`src/rtl/video_stream_out_if.sv`:
```
`default_nettype none
// ============================================================================
// video_stream_out_if : pixel-in handshake and video-out bundle
// Rev 1.0
// ============================================================================
interface video_stream_out_if #(
  parameter int PW = 24
);
  logic [PW-1:0] din_data;
  logic          din_valid;
  logic          din_sop;
  logic          din_ready;
  logic [PW-1:0] vid_data;
  logic          vid_datavalid;
  logic          vid_h_sync;
  logic          vid_v_sync;
  logic          vid_underflow;

  modport master (
    output din_data, din_valid, din_sop,
    input  din_ready,
    input  vid_data, vid_datavalid, vid_h_sync, vid_v_sync, vid_underflow
  );

  modport slave (
    input  din_data, din_valid, din_sop,
    output din_ready,
    output vid_data, vid_datavalid, vid_h_sync, vid_v_sync, vid_underflow
  );
endinterface
`default_nettype wire

```
`src/rtl/video_stream_out.sv`:
```
`default_nettype none
// ============================================================================
// video_stream_out : raster timing generator fed by a small pixel FIFO
// Rev 1.0
// ============================================================================
module video_stream_out #(
  parameter int BPS        = 8,
  parameter int CHANNELS   = 3,
  parameter int H_ACTIVE   = 1024,
  parameter int H_FP       = 24,
  parameter int H_SYNC     = 136,
  parameter int H_BP       = 160,
  parameter int V_ACTIVE   = 768,
  parameter int V_FP       = 3,
  parameter int V_SYNC     = 6,
  parameter int V_BP       = 29,
  parameter bit HS_POL     = 1'b0,
  parameter bit VS_POL     = 1'b0,
  parameter int FIFO_DEPTH = 16
) (
  input  logic        clk,
  input  logic        reset_n,
  input  logic        enable,
  input  logic        underflow_clr,
  output logic [15:0] underflow_count,
  output logic        locked,
  video_stream_out_if.slave bus
);
  localparam int PW      = BPS * CHANNELS;
  localparam int H_TOTAL = H_ACTIVE + H_FP + H_SYNC + H_BP;
  localparam int V_TOTAL = V_ACTIVE + V_FP + V_SYNC + V_BP;
  localparam int HW      = (H_TOTAL > 1) ? $clog2(H_TOTAL) : 1;
  localparam int VW      = (V_TOTAL > 1) ? $clog2(V_TOTAL) : 1;
  localparam int AW      = $clog2(FIFO_DEPTH);

  typedef enum logic [1:0] {
    S_IDLE       = 2'd0,
    S_SEEK       = 2'd1,
    S_WAIT_FRAME = 2'd2,
    S_RUN        = 2'd3
  } state_t;

  state_t        state_q, state_d;
  logic [HW-1:0] h_q;
  logic [VW-1:0] v_q;
  logic [PW:0]   mem_q [FIFO_DEPTH];
  logic [AW:0]   wr_q, rd_q;
  logic [PW-1:0] vid_data_q;
  logic          dv_q, hs_q, vs_q, uf_q, locked_q;
  logic [15:0]   ucnt_q;

  logic          fifo_empty, fifo_full, push, pop;
  logic          head_sop;
  logic [PW-1:0] head_data;
  logic          h_last, v_last, frame_end, at_origin, active;
  logic          hs_win, vs_win, uf_event, pix_valid;

  assign fifo_empty = (wr_q == rd_q);
  assign fifo_full  = (wr_q[AW] != rd_q[AW]) && (wr_q[AW-1:0] == rd_q[AW-1:0]);
  assign {head_sop, head_data} = mem_q[rd_q[AW-1:0]];
  assign bus.din_ready = ~fifo_full & reset_n;
  assign push          = bus.din_valid & bus.din_ready;

  assign h_last    = (32'(h_q) == H_TOTAL - 1);
  assign v_last    = (32'(v_q) == V_TOTAL - 1);
  assign frame_end = h_last & v_last;
  assign at_origin = (h_q == '0) && (v_q == '0);
  assign active    = (32'(h_q) < H_ACTIVE) && (32'(v_q) < V_ACTIVE);
  assign hs_win    = (32'(h_q) >= H_ACTIVE + H_FP) && (32'(h_q) < H_ACTIVE + H_FP + H_SYNC);
  assign vs_win    = (32'(v_q) >= V_ACTIVE + V_FP) && (32'(v_q) < V_ACTIVE + V_FP + V_SYNC);

  always_comb begin
    state_d   = state_q;
    pop       = 1'b0;
    uf_event  = 1'b0;
    pix_valid = 1'b0;
    if (!enable) begin
      state_d = S_IDLE;
    end else begin
      case (state_q)
        S_IDLE: state_d = S_SEEK;
        S_SEEK: begin
          if (!fifo_empty) begin
            if (head_sop) state_d = S_WAIT_FRAME;
            else          pop     = 1'b1;
          end
        end
        S_WAIT_FRAME: if (frame_end) state_d = S_RUN;
        S_RUN: begin
          if (active) begin
            if (fifo_empty) begin
              uf_event = 1'b1;
              state_d  = S_SEEK;
            end else if (at_origin != head_sop) begin
              // sop missing at origin = late frame; sop mid-frame = early frame
              state_d = at_origin ? S_SEEK : S_WAIT_FRAME;
            end else begin
              pop       = 1'b1;
              pix_valid = 1'b1;
            end
          end
        end
        default: state_d = S_IDLE;
      endcase
    end
  end

  always_ff @(posedge clk) begin
    if (push) mem_q[wr_q[AW-1:0]] <= {bus.din_sop, bus.din_data};
  end

  always_ff @(posedge clk or negedge reset_n) begin
    if (!reset_n) begin
      state_q    <= S_IDLE;
      h_q        <= '0;
      v_q        <= '0;
      wr_q       <= '0;
      rd_q       <= '0;
      vid_data_q <= '0;
      dv_q       <= 1'b0;
      hs_q       <= ~HS_POL;
      vs_q       <= ~VS_POL;
      uf_q       <= 1'b0;
      ucnt_q     <= '0;
      locked_q   <= 1'b0;
    end else begin
      state_q <= state_d;

      if (!enable) begin
        h_q <= '0;
        v_q <= '0;
      end else if (h_last) begin
        h_q <= '0;
        v_q <= v_last ? '0 : v_q + 1'b1;
      end else begin
        h_q <= h_q + 1'b1;
      end

      // Disabling drops any buffered words so a restart has to find a fresh sop.
      if (!enable) begin
        wr_q <= '0;
        rd_q <= '0;
      end else begin
        if (push) wr_q <= wr_q + 1'b1;
        if (pop)  rd_q <= rd_q + 1'b1;
      end

      vid_data_q <= pix_valid ? head_data : '0;
      dv_q       <= enable & active;
      hs_q       <= (enable & hs_win) ? HS_POL : ~HS_POL;
      vs_q       <= (enable & vs_win) ? VS_POL : ~VS_POL;
      uf_q       <= uf_event;
      locked_q   <= (state_d == S_RUN);

      if (underflow_clr)                     ucnt_q <= '0;
      else if (uf_event && ucnt_q != 16'hFFFF) ucnt_q <= ucnt_q + 16'd1;
    end
  end

  assign bus.vid_data      = vid_data_q;
  assign bus.vid_datavalid = dv_q;
  assign bus.vid_h_sync    = hs_q;
  assign bus.vid_v_sync    = vs_q;
  assign bus.vid_underflow = uf_q;
  assign underflow_count   = ucnt_q;
  assign locked            = locked_q;
endmodule
`default_nettype wire

```
`src/flat_wrapper.sv`:
```
// flat-port wrapper written by rule: the top's interface ports become plain ports
module video_stream_out_flat 
#(
  parameter int BPS        = 8,
  parameter int CHANNELS   = 3,
  parameter int H_ACTIVE   = 1024,
  parameter int H_FP       = 24,
  parameter int H_SYNC     = 136,
  parameter int H_BP       = 160,
  parameter int V_ACTIVE   = 768,
  parameter int V_FP       = 3,
  parameter int V_SYNC     = 6,
  parameter int V_BP       = 29,
  parameter bit HS_POL     = 1'b0,
  parameter bit VS_POL     = 1'b0,
  parameter int FIFO_DEPTH = 16
)
  (clk, reset_n, enable, underflow_clr, underflow_count, locked, bus_din_data, bus_din_valid, bus_din_sop, bus_din_ready, bus_vid_data, bus_vid_datavalid, bus_vid_h_sync, bus_vid_v_sync, bus_vid_underflow);
  video_stream_out_if #(.PW((24))) bus_i ();
  input  logic clk;
  input  logic reset_n;
  input  logic enable;
  input  logic underflow_clr;
  output logic [15:0] underflow_count;
  output logic locked;
  input wire logic [$bits(bus_i.din_data)-1:0] bus_din_data;
  input wire logic [$bits(bus_i.din_valid)-1:0] bus_din_valid;
  input wire logic [$bits(bus_i.din_sop)-1:0] bus_din_sop;
  output wire logic [$bits(bus_i.din_ready)-1:0] bus_din_ready;
  output wire logic [$bits(bus_i.vid_data)-1:0] bus_vid_data;
  output wire logic [$bits(bus_i.vid_datavalid)-1:0] bus_vid_datavalid;
  output wire logic [$bits(bus_i.vid_h_sync)-1:0] bus_vid_h_sync;
  output wire logic [$bits(bus_i.vid_v_sync)-1:0] bus_vid_v_sync;
  output wire logic [$bits(bus_i.vid_underflow)-1:0] bus_vid_underflow;
  assign bus_i.din_data = bus_din_data;
  assign bus_i.din_valid = bus_din_valid;
  assign bus_i.din_sop = bus_din_sop;
  assign bus_din_ready = bus_i.din_ready;
  assign bus_vid_data = bus_i.vid_data;
  assign bus_vid_datavalid = bus_i.vid_datavalid;
  assign bus_vid_h_sync = bus_i.vid_h_sync;
  assign bus_vid_v_sync = bus_i.vid_v_sync;
  assign bus_vid_underflow = bus_i.vid_underflow;
  video_stream_out #(.BPS(BPS), .CHANNELS(CHANNELS), .H_ACTIVE(H_ACTIVE), .H_FP(H_FP), .H_SYNC(H_SYNC), .H_BP(H_BP), .V_ACTIVE(V_ACTIVE), .V_FP(V_FP), .V_SYNC(V_SYNC), .V_BP(V_BP), .HS_POL(HS_POL), .VS_POL(VS_POL), .FIFO_DEPTH(FIFO_DEPTH)) u_core (.clk(clk), .reset_n(reset_n), .enable(enable), .underflow_clr(underflow_clr), .underflow_count(underflow_count), .locked(locked), .bus(bus_i));
endmodule
```
`config.mk`:
```
export PLATFORM = sky130hd
export DESIGN_NAME = video_stream_out_flat
export DESIGN_NICKNAME = d
export VERILOG_FILES = /design/src/rtl/video_stream_out_if.sv /design/src/rtl/video_stream_out.sv /design/src/flat_wrapper.sv
export SDC_FILE = /design/constraint.sdc
export NUM_CORES = 1
export LEC_CHECK = 0
export CAP_MARGIN = 20
export CORE_MARGIN = 2
export CORE_UTILIZATION = 60
export CTS_BUF_LIST = sky130_fd_sc_hd__clkbuf_4 sky130_fd_sc_hd__clkbuf_8 sky130_fd_sc_hd__clkbuf_16
export CTS_CLUSTER_DIAMETER = 150
export CTS_CLUSTER_SIZE = 24
export DETAILED_ROUTE_END_ITERATION = 10
export DONT_BUFFER_PORTS = 1
export PLACE_DENSITY_LB_ADDON = 0.3
export SKIP_CTS_REPAIR_TIMING = 1
export SYNTH_ARGS = -nofsm -noshare
export SYNTH_HDL_FRONTEND = slang
export SYNTH_SLANG_ARGS = --single-unit
```
`constraint.sdc`:
```
create_clock -name clk -period 6.6 [get_ports clk]
set_clock_uncertainty 0.1 [all_clocks]
set_input_delay 0.33 -clock clk [delete_from_list [all_inputs] [get_ports clk]]
set_output_delay 0.33 -clock clk [all_outputs]
set_load 0.005 [all_outputs]
```
==> results of run 1 <==
==> where the power goes <==
part           internal [mW]  total, mW  switching [mW]  leakage, nW
clock                  0.754       1.64           0.884        0.379
sequential              3.29       3.30          0.0153         4.67
combinational          0.109      0.227           0.118         1.75
==> worst max path at each step <==
stage | startpoint | to | slack (ps)
3_3_place_gp | u_core.rd_q[1] | u_core.bus.vid_data[0] | 2690
3_5_place_dp | u_core.rd_q[1] | u_core.bus.vid_data[0] | 2640
2_1_floorplan | u_core.rd_q[0] | u_core.mem_q[3][0] | 2880
5_1_grt | u_core.rd_q[1] | u_core.mem_q[3][15] | 2440
6_report | u_core.rd_q[1] | u_core.bus.vid_data[1] | 2640
4_1_cts | u_core.rd_q[1] | u_core.bus.vid_data[0] | 2620
==> Yosys cell counts, drive strengths merged, types with 6 or more instances <==
master  instances  area share
edfxtp        400        0.63
mux4          123        0.14
dfrtp          76       0.099
nor2           49      0.0096
nor2b          32       0.018
nand2          29      0.0057
clkbuf         27      0.0053
buf            22      0.0070
nand3          20      0.0055
xor2           20      0.0091
a21oi          14      0.0038
and3           13      0.0042
nor3           13      0.0034
ha             12      0.0078
nand4          12      0.0039
inv            11      0.0021
o21ai          11      0.0029
a21boi          8      0.0031
mux2i           8      0.0042
xnor2           8      0.0036
nand2b          6      0.0020
or3             6      0.0020
==> routing by layer <==
layer  vias to the layer above  global-route usage
met4                         0              0.0374
li1                       3937                   -
met5                         -                   0
met3                        38              0.0488
met1                      4758               0.328
met2                       263               0.369
==> logic make-up after synthesis <==
group | count (synthesis) | share of synthesized area
multiplexers | 133 | 0.150
flip-flops | 478 | 0.727
AND/OR/NAND/NOR | 211 | 0.0686
adder cells (fa/ha/maj) | 12 | 0.00782
buffers and inverters | 60 | 0.0144
XOR/XNOR | 28 | 0.0128
AO/OA/AOI/OAI | 52 | 0.0195
==> worst register-to-register path, delay by kind of cell (launching register included) <==
family	cells	cell delay [ps]
compound gates	1	250
xor+xnor	1	130
buf+inv	2	1310
flops	1	1100
mux	2	700
simple gates	2	220
==> registers in the layout, summed over array words and instances, names as in the netlist <==
register,cells
u_core.bus.vid_data,24
u_core.bus.vid_datavalid,1
u_core.bus.vid_h_sync,1
u_core.bus.vid_underflow,1
u_core.bus.vid_v_sync,1
u_core.h_q,11
u_core.locked,1
u_core.mem_q,400
u_core.rd_q,5
u_core.state_q,2
u_core.underflow_count,16
u_core.v_q,10
u_core.wr_q,5
==> area by class of cell <==
cell class	instances	area [um^2]
Inverter	11	41.3
Multi-Input combinational cell	436	5070
Tap cell	402	503
Sequential cell	478	14000
Fill cell	1972	10600
Clock buffer	41	717
Clock inverter	1	20.0
Timing Repair Buffer	50	576
Antenna cell	1	2.50
==> results.md, run 1 <==
* Post-DP Area at 0.0197 mm^2
* Top routing layer in use: met4
* Peak VDD IR at 0.258 mV
* Origin of the worst min-delay path: reset_n
* Total gr overflow at 0
* Maximum buffer depth of the clock tree at 3
* Slack of the critical path at 2640 ps
* Type of destination of the critical path: register
* Via/cell ratio at 6.34
* DRT met1 WL at roughly 16000 um
* Min-Delay Path Depth at 4
* Leading cell type in the layout, fill and taps excluded: edfxtp_1
* Number of warning messages in the yosys log at 0
* Wire length of the first global-routing pass at between 50000 and 60000 um
* Detailed route wirelength on metal3 at 2390 um
* Worst-path maximum fanout at 67
* Data required, critical path at slightly below 7000 ps
* Syn_nets at 1016
* Row count at 65
* Worst reg-to-reg setup slack at 2640 ps
* Number of instances in the synthesized netlist at 974
* Initial antenna violation count at 1
* Router iterations before antenna repair at 5
* Per-cell routed wire length at about 26 um
* RSZ-0062 raised after global routing: false
* Worst min-delay path endpoint: u_core.wr_q[1]
* Worst slack, placed at about 2600 ps
* Vias in the first global route at 8977
* Commonest register cell after synthesis: edfxtp_1
* Post-Route Hold Slack at 84.8 ps
* Sequential element share of the synthesized area at 0.727
* Chip width at about 180 um
* Fin crit share at 0.600
* Avg Inst Size Synth at around 20 um^2
* Buffer and inverter count on the worst path at 2
* Setup TNS Final at 0 ps
* Worst path max stage delay at approximately 1100 ps
* H-tree level count at 1
* HPWL reported at the end of detailed placement at approximately 19000 um
* Number of buffers created by CTS at 23
* Total design power at 5.17 mW
* Fmax at 253 MHz
* Die span in y at 183 um
* Largest net degree at the start of global routing at around 80
* Routability-driven placement congestion ratio at ~0.79
* Core region area at 0.0316 mm^2
* Hold/Removal Path Class: input port to register
* Starting DRC count in detailed routing at 868
* Max stage delay cell, worst path: dfrtp_4
* Async SR Flop Fraction at 0.163
* Overall die area at 0.0335 mm^2
* Number of max-cap violations at 0
* Effective utilization at floorplan at 0.609
* Insertion delay to the later sink of the worst-skew pair at 560 ps
* TritonCTS clock tree: built
* Layout cell share with drive strength beyond 1 at 0.239
* Start of the worst register-to-register path: u_core.rd_q[1]
* Outcome: finished, final reports clean
* Post-synth cell types at 58
* Root Driver: clkbuf_16
* Number of hold-slack violations in the final timing report at 0
* Met2 Wirelength at 18600 um
* CTS clock-pin slew for the worst setup and hold paths at 100 ps
* Type of origin of the critical path: register
* Cell count after placement at 1341
* Gr usage total at 0.226
* I/O pins at 76
* Final cell area excluding filler cells at 0.0209 mm^2
* Post-layout nets at 1042
* Residual DRC count at 0
* Post-synth EDFFs at 400
* Setup CP Type: register to register
* Total of endpoints with negative setup slack in the final report at 0
* Antenna Nets Post-Route at 0
* Arrival time at the worst endpoint at 4270 ps
* Commonest cells after routing, fill and taps aside: 400 x edfxtp_1, 123 x mux4_2, 72 x dfrtp_1, 37 x nor2_1, 29 x nand2_1
* Synth Register Bits at approximately 480
* Minimum clock period after layout at approximately 4000 ps
* Worst-path cell chain: buf_4, mux4_2, mux2_4, a32oi_4, xor2_1, nand3_2, buf_4, nor2b_1
* Reg2reg end: u_core.bus.vid_data[1]
* Count of cell instances traversed by the critical path at 8
* Post-layout utilization of the core at 0.663
* Number of pins exceeding their max-slew limit in the final report at 0
* Cell class contributing the biggest share of worst-path delay: buffers and inverters
* Aggregate routed wire length at 37400 um
* IO buf count at 0
* Worst slew margin at 0.251
* Synthesized area at 0.0192 mm^2
* Number of clock sinks at 478
* Leakage power at 6.80 nW
* Via Count at 8996
* Critical path's most frequent cell: buf_4
* Tightest Pin Transition at 1120 ps
* Cell depth of the worst flop-to-flop path at 8
* Power per Cell Area at 247 mW/mm^2
* Number of standard cells in the final layout excluding fillers at 1420
* Signed area change from the synthesized netlist to the final layout at 8.87%
No activity file was read; power rests on OpenSTA's default activity.
==> run 2: changes to the inputs <==
clock period = 4 ns   (was 6.6 ns; I/O delays follow)
==> run 2 against run 1 <==
Compared with the run above:
- the run now ends with negative hold slack left
- sequential power grew 65%
- setup slack worse by 1800 ps
- register-to-register slack worse by 1800 ps
- sequential share of layout area fell by 0.25 points
- clock power increased by 65%
- cell count increased by 0.92%
- worst hold slack worse by 110 ps
- clock-buffer cell count unchanged
- sequential cell count is the same
- critical path type unchanged
- critical endpoint is now u_core.mem_q[7][21]
==> results.md, run 2 (synthesized netlist as in run 1, its figures left out) <==
* Maximum buffer depth of the clock tree at 3 (unchanged)
* Start of the worst register-to-register path: u_core.wr_q[2]
* Number of buffers created by CTS at 23 (unchanged)
* Arrival time at the worst endpoint at 3330 ps (-940 ps)
* Via Count at 9126 (+1.4%)
* Worst min-delay path endpoint: u_core.wr_q[1]
* Largest net degree at the start of global routing at 81 (unchanged)
* Post-layout utilization of the core at 0.665 (+0.00246)
* Max reg flops at 400 (unchanged)
* Violated checks: negative hold slack
* Chip width at 183 um (unchanged)
* Vias in the first global route at 9124 (+1.6%)
* Commonest cells after routing, fill and taps aside: 400 x edfxtp_1, 123 x mux4_2, 72 x dfrtp_1, 37 x nor2_1, 29 x nand2_1
* Starting DRC count in detailed routing at 744 (-14%)
* Worst path max stage delay at 680 ps (-420 ps)
* Number of hold-slack violations in the final timing report at 1 (+1)
* FILL cells at 1974 (+0.10%)
* Cell class contributing the biggest share of worst-path delay: simple AND/OR/NAND/NOR gates
* Fmax at 315 MHz (+25%)
* Total of endpoints with negative setup slack in the final report at 0 (unchanged)
* Per-cell routed wire length at 26.6 um (+0.82%)
* Peak VDD IR at 0.365 mV (+41%)
* Routability-driven placement congestion ratio at 0.768 (-2.3%)
* Aggregate routed wire length at 38100 um (+1.7%)
* Die span in y at 183 um (unchanged)
* Buffer and inverter count on the worst path at 1 (-1)
* Core region area at 0.0316 mm^2 (unchanged)
* Post-Route Hold Slack at -21.8 ps (-107 ps)
* CTS clock-pin slew for the worst setup and hold paths at 100 ps (about the same)
* Via/cell ratio at 6.37 (+0.52%)
* Number of pins exceeding their max-slew limit in the final report at 0 (unchanged)
* Router iterations before antenna repair at 5 (unchanged)
* Number of clock sinks at 478 (unchanged)
* Hold/Removal Path Class: input port to register
* Root Driver: clkbuf_16
* Leading cell type in the layout, fill and taps excluded: edfxtp_1
* Fin crit share at 0.793 (+0.193)
* Power per Cell Area at 407 mW/mm^2 (+65%)
* Antenna Nets Post-Route at 0 (unchanged)
* Max stage delay cell, worst path: nor2_4
* Type of destination of the critical path: register
* Setup CP Type: register to register
* Gr usage total at 0.230 (+0.00412)
* Worst-path cell chain: xor2_1, nor4_4, a21oi_2, nand2_1, nor2_4, buf_12
* Wire length of the first global-routing pass at 56800 um (+2.2%)
* HPWL reported at the end of detailed placement at 21800 um (+13%)
* Post-layout nets at 1054 (+1.2%)
* Type of origin of the critical path: register
* Signed area change from the synthesized netlist to the final layout at 9.27%
* Initial antenna violation count at 2 (+1)
* Min-Delay Path Depth at 4 (unchanged)
* Reg2reg end: u_core.mem_q[7][21]
* Tightest Pin Transition at 958 ps (-163 ps)
* Effective utilization at floorplan at 0.609 (unchanged)
* Layout cell share with drive strength beyond 1 at 0.248 (+0.00888)
* Insertion delay to the later sink of the worst-skew pair at 570 ps (about the same)
* TritonCTS clock tree: built
* Worst-path maximum fanout at 14 (-79%)
* Minimum clock period after layout at 3170 ps (-788 ps)
* Overall die area at 0.0335 mm^2 (unchanged)
* Data required, critical path at 4160 ps (-2750 ps)
* Residual DRC count at 0 (unchanged)
* RSZ-0062 raised after global routing: false
* Worst slew margin at 0.360 (+0.109)
* Worst reg-to-reg setup slack at 830 ps (-1810 ps)
* IO buf count at 0 (unchanged)
* Total design power at 8.54 mW (+65%)
* Outcome: finished, violations left
* Setup TNS Final at 0 ps (unchanged)
* Total gr overflow at 0 (unchanged)
* Leakage power at 6.87 nW (+0.92%)
* Cell depth of the worst flop-to-flop path at 6 (-2)
* Row count at 65 (unchanged)
* Origin of the worst min-delay path: bus_din_valid
* Number of max-cap violations at 0 (unchanged)
* I/O pins at 76 (unchanged)
* H-tree level count at 1 (unchanged)
==> run 2: cell count changes in the layout (fill, tap and decap cells not counted), sizes merged <==
cell | before | now
buf | 22 | 34
diode | 1 | 2
==> run 2: layout make-up <==
class / count / area, um^2 / area share
timing repair buffer: 62 / 651 / 0.0310
tap: 402 / 503 / 0.0240
sequential: 478 / 14000 / 0.666
antenna: 2 / 5.00 / 0.000238
clock inverter: 1 / 20.0 / 0.000954
inverter: 11 / 41.3 / 0.00197
multi-input combinational: 436 / 5070 / 0.242
clock buffer: 41 / 717 / 0.0342
==> run 2: power by group <==
| part | switching [mW] | leakage [nW] | total, mW | internal (mW) |
|---|---|---|---|---|
| Clock | 1.47 | 0.379 | 2.71 | 1.24 |
| Sequential | 0.0181 | 4.67 | 5.44 | 5.42 |
| Combinational | 0.207 | 1.82 | 0.391 | 0.184 |
| Total | 1.69 | 6.87 | 8.54 | 6.85 |
==> run 2: how the worst max path moves through the flow <==
| stage | slack (ps) | depth (start not counted) | from | end |
|---|---|---|---|---|
| 3_3_place_gp | 940 | 6 | u_core.rd_q[1] | u_core.mem_q[7][19] |
| 5_1_grt | 680 | 6 | u_core.wr_q[2] | u_core.mem_q[7][2] |
| 2_1_floorplan | 280 | 7 | u_core.rd_q[0] | u_core.mem_q[3][0] |
| 6_report | 830 | 6 | u_core.wr_q[2] | u_core.mem_q[7][21] |
| 4_1_cts | 880 | 6 | u_core.wr_q[2] | u_core.mem_q[7][21] |
| 3_5_place_dp | 900 | 5 | u_core.rd_q[1] | u_core.mem_q[15][5] |
==> run 2: stage by stage <==
| stage | area (um^2) | cells | setup WS, ps | hold WS (ps) |
|---|---|---|---|---|
| floorplan | 19200 | 974 | 281 | -196 |
| global placement | 19900 | 1358 | 937 | -193 |
| detailed placement | 19900 | 1358 | 905 | -193 |
| CTS | 20600 | 1400 | 882 | -803 |
| global route | 21000 | 1433 | 679 | 1.80 |
| finish | 21000 | 1433 | 829 | -21.8 |
==> run 2: routing by layer <==
metal  wire [um]  part of all wire  global-route usage
met1       15700              0.41               0.325
met2       19500              0.51               0.391
met3        2230             0.059              0.0361
met4         662             0.017              0.0467
met5           0                 0                   0
==> run 2: worst reg2reg max path: cells and delay by family, from the launching register on <==
kind	cells	cell delay (ps)
XOR/XNOR	1	300
buffers and inverters	1	260
AND/OR/NAND/NOR	3	1150
flip-flops	1	660
AO/OA/AOI/OAI	1	380
